$ cat src/rtl/pipe_ctrl_pkg.sv
// Shared definitions for the pipeline sequencer: legacy core defines,
// stall-vector bit positions and encodings, and multi-cycle FSM state codes.
`ifndef PIPE_CTRL_DEFS_SVH
`define PIPE_CTRL_DEFS_SVH
`define RstEnable   1'b1
`define RegAddrBus  4:0
`define WriteEnable 1'b1
`define ReadEnable  1'b1
`endif

package pipe_ctrl_pkg;

  localparam int STALL_W   = 6;
  localparam int STALL_PC  = 0;
  localparam int STALL_IF  = 1;
  localparam int STALL_ID  = 2;
  localparam int STALL_EX  = 3;
  localparam int STALL_MEM_BIT = 4;
  localparam int STALL_WB  = 5;

  // Each encoding holds every stage up to and including the requesting one
  localparam logic [STALL_W-1:0] STALL_NONE = 6'b000000;
  localparam logic [STALL_W-1:0] STALL_LU   = 6'b000111;
  localparam logic [STALL_W-1:0] STALL_MC   = 6'b001111;
  localparam logic [STALL_W-1:0] STALL_MEM  = 6'b011111;

  localparam int MC_CNT_W = 16;

  typedef enum logic {
    ST_IDLE    = 1'b0,
    ST_MC_BUSY = 1'b1
  } mc_state_e;

endpackage

$ cat src/rtl/pipe_hazard_det.sv
// Combinational load-use hazard detector: an ID operand read that matches
// the destination of a load currently in EX.
module pipe_hazard_det (
  input  logic              id_reg1_rd_en_i,
  input  logic [`RegAddrBus] id_reg1_addr_i,
  input  logic              id_reg2_rd_en_i,
  input  logic [`RegAddrBus] id_reg2_addr_i,
  input  logic              ex_is_load_i,
  input  logic              ex_wr_en_i,
  input  logic [`RegAddrBus] ex_waddr_i,
  output logic              lu_o
);

  logic ex_load_wr;
  logic hit1;
  logic hit2;

  // r0 is hardwired to zero, so a load targeting it never creates a hazard
  assign ex_load_wr = ex_is_load_i && (ex_wr_en_i == `WriteEnable) && (ex_waddr_i != 5'd0);
  assign hit1 = (id_reg1_rd_en_i == `ReadEnable) && (id_reg1_addr_i == ex_waddr_i);
  assign hit2 = (id_reg2_rd_en_i == `ReadEnable) && (id_reg2_addr_i == ex_waddr_i);
  assign lu_o = ex_load_wr && (hit1 || hit2);

endmodule

$ cat src/rtl/pipe_ctrl.sv
// Pipeline sequencer: prioritised stall vector, flush strobe, multi-cycle EX
// handshake with watchdog/cancel, and a saturating stall-cycle counter.
module pipe_ctrl
  import pipe_ctrl_pkg::*;
#(
  parameter int MC_TIMEOUT = 64,
  parameter int CNT_W      = 32
) (
  input  logic              clk,
  input  logic              rst,
  input  logic              id_reg1_rd_en,
  input  logic [4:0]        id_reg1_addr,
  input  logic              id_reg2_rd_en,
  input  logic [4:0]        id_reg2_addr,
  input  logic              ex_is_load,
  input  logic              ex_wr_en,
  input  logic [4:0]        ex_waddr,
  input  logic              ex_mc_req,
  input  logic              ex_mc_done,
  input  logic              mem_stall_req,
  input  logic              flush_req,
  input  logic              cnt_clr,
  output logic [5:0]        stall,
  output logic              flush,
  output logic              mc_cancel,
  output logic              mc_timeout,
  output logic [CNT_W-1:0]  stall_cnt
);

  localparam logic [MC_CNT_W-1:0] WD_LAST = MC_CNT_W'(MC_TIMEOUT - 1);

  mc_state_e             state_q;
  logic [MC_CNT_W-1:0]   mc_cnt_q;
  logic                  mc_timeout_q;
  logic [CNT_W-1:0]      stall_cnt_q;
  logic [CNT_W-1:0]      stall_cnt_d;
  logic [STALL_W-1:0]    stall_sel;
  logic                  lu;
  logic                  busy;
  logic                  wd_fire;
  logic                  mcb;

  pipe_hazard_det u_hazard (
    .id_reg1_rd_en_i (id_reg1_rd_en),
    .id_reg1_addr_i  (id_reg1_addr),
    .id_reg2_rd_en_i (id_reg2_rd_en),
    .id_reg2_addr_i  (id_reg2_addr),
    .ex_is_load_i    (ex_is_load),
    .ex_wr_en_i      (ex_wr_en),
    .ex_waddr_i      (ex_waddr),
    .lu_o            (lu)
  );

  assign busy    = (state_q == ST_MC_BUSY);
  // A done arriving on the last allowed cycle wins over the watchdog
  assign wd_fire = busy && (mc_cnt_q == WD_LAST) && !ex_mc_done;
  assign mcb     = ex_mc_req && !ex_mc_done && !wd_fire;

  // Stall vector selection, highest-priority request first
  always_comb begin
    stall_sel = STALL_NONE;
    if (flush_req)          stall_sel = STALL_NONE;
    else if (mem_stall_req) stall_sel = STALL_MEM;
    else if (mcb)           stall_sel = STALL_MC;
    else if (lu)            stall_sel = STALL_LU;
  end

  // Combinational outputs are forced low while reset is held
  assign stall      = (rst == `RstEnable) ? STALL_NONE : stall_sel;
  assign flush      = (rst != `RstEnable) && flush_req;
  assign mc_cancel  = (rst != `RstEnable) && busy && (flush_req || wd_fire);
  assign mc_timeout = mc_timeout_q;
  assign stall_cnt  = stall_cnt_q;

  // Multi-cycle handshake FSM with busy-cycle counter and watchdog pulse
  always_ff @(posedge clk or posedge rst) begin
    if (rst == `RstEnable) begin
      state_q      <= ST_IDLE;
      mc_cnt_q     <= '0;
      mc_timeout_q <= 1'b0;
    end else begin
      mc_timeout_q <= wd_fire;
      case (state_q)
        ST_IDLE: begin
          if (ex_mc_req && !ex_mc_done && !flush_req) begin
            state_q  <= ST_MC_BUSY;
            mc_cnt_q <= MC_CNT_W'(1);
          end
        end
        ST_MC_BUSY: begin
          if (flush_req || ex_mc_done || !ex_mc_req || wd_fire) begin
            state_q  <= ST_IDLE;
            mc_cnt_q <= '0;
          end else begin
            mc_cnt_q <= mc_cnt_q + MC_CNT_W'(1);
          end
        end
        default: begin
          state_q  <= ST_IDLE;
          mc_cnt_q <= '0;
        end
      endcase
    end
  end

  // Saturating stall-cycle counter next value; clear beats increment
  always_comb begin
    stall_cnt_d = stall_cnt_q;
    if (cnt_clr)
      stall_cnt_d = '0;
    else if ((stall_sel != STALL_NONE) && (stall_cnt_q != {CNT_W{1'b1}}))
      stall_cnt_d = stall_cnt_q + CNT_W'(1);
  end

  // Stall-cycle counter register
  always_ff @(posedge clk or posedge rst) begin
    if (rst == `RstEnable) stall_cnt_q <= '0;
    else                   stall_cnt_q <= stall_cnt_d;
  end

endmodule

$ cat config.mk
export PLATFORM = sky130hd
export DESIGN_NAME = pipe_ctrl
export DESIGN_NICKNAME = d
export VERILOG_FILES = /design/src/rtl/pipe_ctrl_pkg.sv /design/src/rtl/pipe_hazard_det.sv /design/src/rtl/pipe_ctrl.sv
export SDC_FILE = /design/constraint.sdc
export NUM_CORES = 1
export LEC_CHECK = 0
export ABC_CLOCK_PERIOD_IN_PS = 3250
export CORE_AREA = 3 3 82 84
export CTS_CLUSTER_DIAMETER = 30
export DETAILED_ROUTE_END_ITERATION = 10
export DIE_AREA = 0 0 85 87
export MAX_ROUTING_LAYER = met4
export PLACE_DENSITY_LB_ADDON = 0.05
export SYNTH_ARGS = -nofsm -noshare
export SYNTH_HDL_FRONTEND = slang
export SYNTH_SLANG_ARGS = --single-unit
$ cat constraint.sdc
create_clock -name clk -period 3.25 [get_ports clk]
set_input_delay 0.4875 -clock clk [delete_from_list [all_inputs] [get_ports clk]]
set_output_delay 0.4875 -clock clk [all_outputs]
set_load 0.02 [all_outputs]
==> results.yml <==
run_status:
  outcome: "finished, final reports clean"
sta:
  relSlewSlack: 0.409
  hold_viol_final: 0
  setup_ws_ns: 0.321
  period_share: 0.901
  fin_skew_ns: 0.0209
  rsz0062_at_grt: "false"
  max_freq_mhz: 341
  tns_ns: 0
  setup_viol: 0
  drv_slew: 0
  max_slew.worst_pin.slew_ns: 0.884
  period_minus_slack_ns: 2.93
grt:
  grt_pass1_vias: 2667
  grt_pass1_wl_mm: 12.5
  antenna_found_initial: 0
  grt_usage: 0.215
  grt_max_degree: 51
  gr-total-overflow: 0
floorplan:
  core_sq_um: 5990
  die_x_um: 85
  die_h_um: 87
  rows: 28
  initial_core_util: 0.513
  dieArea_sq_um: 7400
  io_pins: 67
setup_path:
  cp_max_fo: 5
  max_stage_delay_ns: 0.56
  cp-end-kind: "output pin"
  path_cells: "or4b_1, and3b_2, nand2_1, a31oi_1, nor3_1, clkdlybuf4s50_1"
  cp.required_ns: 2.76
  crit_path_start_kind: "flip-flop"
  cp_data_arrival_time_ns: 2.44
  critPathKind: "flip-flop to output pin"
  reg2reg_slack_ns: 0.58
  slowest_stage: "or4b_1"
yosys:
  yosysTopAreaCell: "dfrtp_1"
  syn_inst: 332
  netlist_top_cells_area: "dfrtp_1 (41%), o31ai_1 (4.9%), or4_1 (3.7%)"
  synth_common_cells: "dfrtp_1 (50), nand2_1 (27), nor2_1 (23)"
  syn-num-nets: 360
  synth_compound_area_frac: 0.168
  synth_top_area_frac: 0.407
  synth-xor-area-share: 0.0399
  yosysSeqAreaShare: 0.407
  synth_area_sq_um: 3080
  synth_mux_area_frac: 0.0366
  synthAdderAreaFrac: 0.00814
  synthSimpleGateAreaFrac: 0.290
  synth_edf_count: 0
  ys_seq_elements: 50
  synth_top_family_by_area: "simple AND/OR/NAND/NOR gates"
  ys.flop_type: "dfrtp_1"
  async_flop_share: 1.00
  yosysMostFrequentCell: "dfrtp_1"
  synth.avg_cell_area_sq_um: 9.26
  yosys_warnings: 0
  ys_types: 52
routing:
  vias: 2737
  firstDrtPassIters: 4
  avgRoutedWirePerCell_um: 15.5
  finalWirelength_mm: 7.21
  viasPerCell: 5.87
  drt.antenna.violating_nets: 0
  drtIter0Drc: 200
  drc_errors: 0
place:
  place_congestion: 0.830
  place_hpwl_mm: 5.07
  placed_area_sq_um: 3730
  place_ws_ns: 0.143
  port_buffers: 65
cts:
  clkTransAtPathRegs_ns: 0.10
  numCtsBuffers: 5
  post-cts-setup-buffer-count: 0
  htreeDepth: 2
  clockBufferDepth: 2
  root_buffer: "clkbuf_8"
  cts.sinks: 50
  cts_tree: "built"
  clk_latency_ns: 0.31
final_layout:
  fin_nets: 418
  area_growth_pct: 24.4
  design_area_sq_um: 3820
  drive_above_1_share: 0.0997
  nFillCells: 490
  diodes: 0
power:
  ir_worst_vdd_uv: 172
  power.static_leakage_uw: 0.00154
  powerDensity_nw_per_um2: 301
worst_hold_path:
  holdCritPathClass: "flip-flop to flip-flop"
job:
  drv_cap: 0
## sequential cells by signal (all words and copies together), names as in the netlist
signal      count
stall_cnt      32
mc_cnt_q       16
busy            1
mc_timeout      1
## worst max-delay path, delay by kind of cell, from the launching register on
kind	cells	cell delay, ns
AOI/OAI and AO/OA	1	0.17
buffers and inverters	1	0.54
DFF	1	0.43
and+or+nand+nor	4	0.99
## placed cells by master, fill, tap and decap left out, drive strengths merged, types with 2 or more instances in the layout
master         Yosys  routed
dfrtp             50      50
inv                2       2
or4               15      15
and2               3       3
nand4b             2       2
nor2              23      23
o41ai              2       2
o21ai             24      24
a31oi              3       3
nand3             15      15
ha                 2       2
o31ai             20      20
nor3b              5       5
xor2               3       3
dlymetal6s2s       0       3
or4b               2       2
nand4             16      16
xnor2             11      11
nor3               5       5
clkinv             0       2
and4               3       3
clkbuf             8       6
nor4               2       2
clkdlybuf4s50      0      62
nand2b             3       3
nor2b             10      10
and3              17      17
nand2             27      27
buf               13       7
a21oi             25      25
mux2               9       9
## metrics by stage
stage          power, uW  hold WS, ns  instances   util
2_1_floorplan        738        0.438        332      -
3_3_place_gp         797        0.468        458  0.623
3_5_place_dp         797        0.464        458  0.623
4_1_cts             1160        0.474        466  0.637
5_1_grt             1210        0.499        466  0.638
6_report            1150        0.469        466  0.638
## report_power, final
part	internal, uW	switching (uW)
clock network	152	214
logic	67.4	78.3
registers	628	8.95
total	848	302
## kinds of logic after synthesis
group,count (synthesis)
and+or+nand+nor,152
adders and majority gates,2
xor gates and xnor gates,14
muxes,9
buffers and inverters,23
other,1
DFF,50
AOI/OAI and AO/OA,81
## path summary, 6_finish.rpt
kind,startpoint,to,cells past startpoint
max,mc_cnt_q[10]$_DFFE_PP0P_,stall[3],6
max in group asynchronous,rst,mc_cnt_q[1]$_DFFE_PP0P_,3
min in group asynchronous,rst,mc_cnt_q[0]$_DFFE_PP0P_,3
max reg2reg,stall_cnt[3]$_DFFE_PP0P_,stall_cnt[20]$_DFFE_PP0P_,6
min,mc_cnt_q[4]$_DFFE_PP0P_,mc_cnt_q[4]$_DFFE_PP0P_,1
min reg2reg,mc_cnt_q[4]$_DFFE_PP0P_,mc_cnt_q[4]$_DFFE_PP0P_,1
## routing by layer
layer / GRT usage / wire length, um
met2: 0.350 / 3480
met4: 0.0820 / 130
met3: 0.0397 / 264
met1: 0.266 / 3330
met5: - / 0
## cell type report
class | instances | area [sq um] | share of cell area
clock inverter | 2 | 13.8 | 0.00360
multi-input combinational | 259 | 1680 | 0.438
sequential | 50 | 1250 | 0.327
timing repair buffer | 72 | 711 | 0.186
clock buffer | 6 | 72.6 | 0.0190
tap | 75 | 93.8 | 0.0245
inverter | 2 | 7.51 | 0.00196
## repair_timing
action	CTS	global route
endpoints found under the setup margin	0	3
hold endpoints to repair	0	0
resized for setup	0	3
hold buffers	0	0
Power figures use the tool's default switching activity.
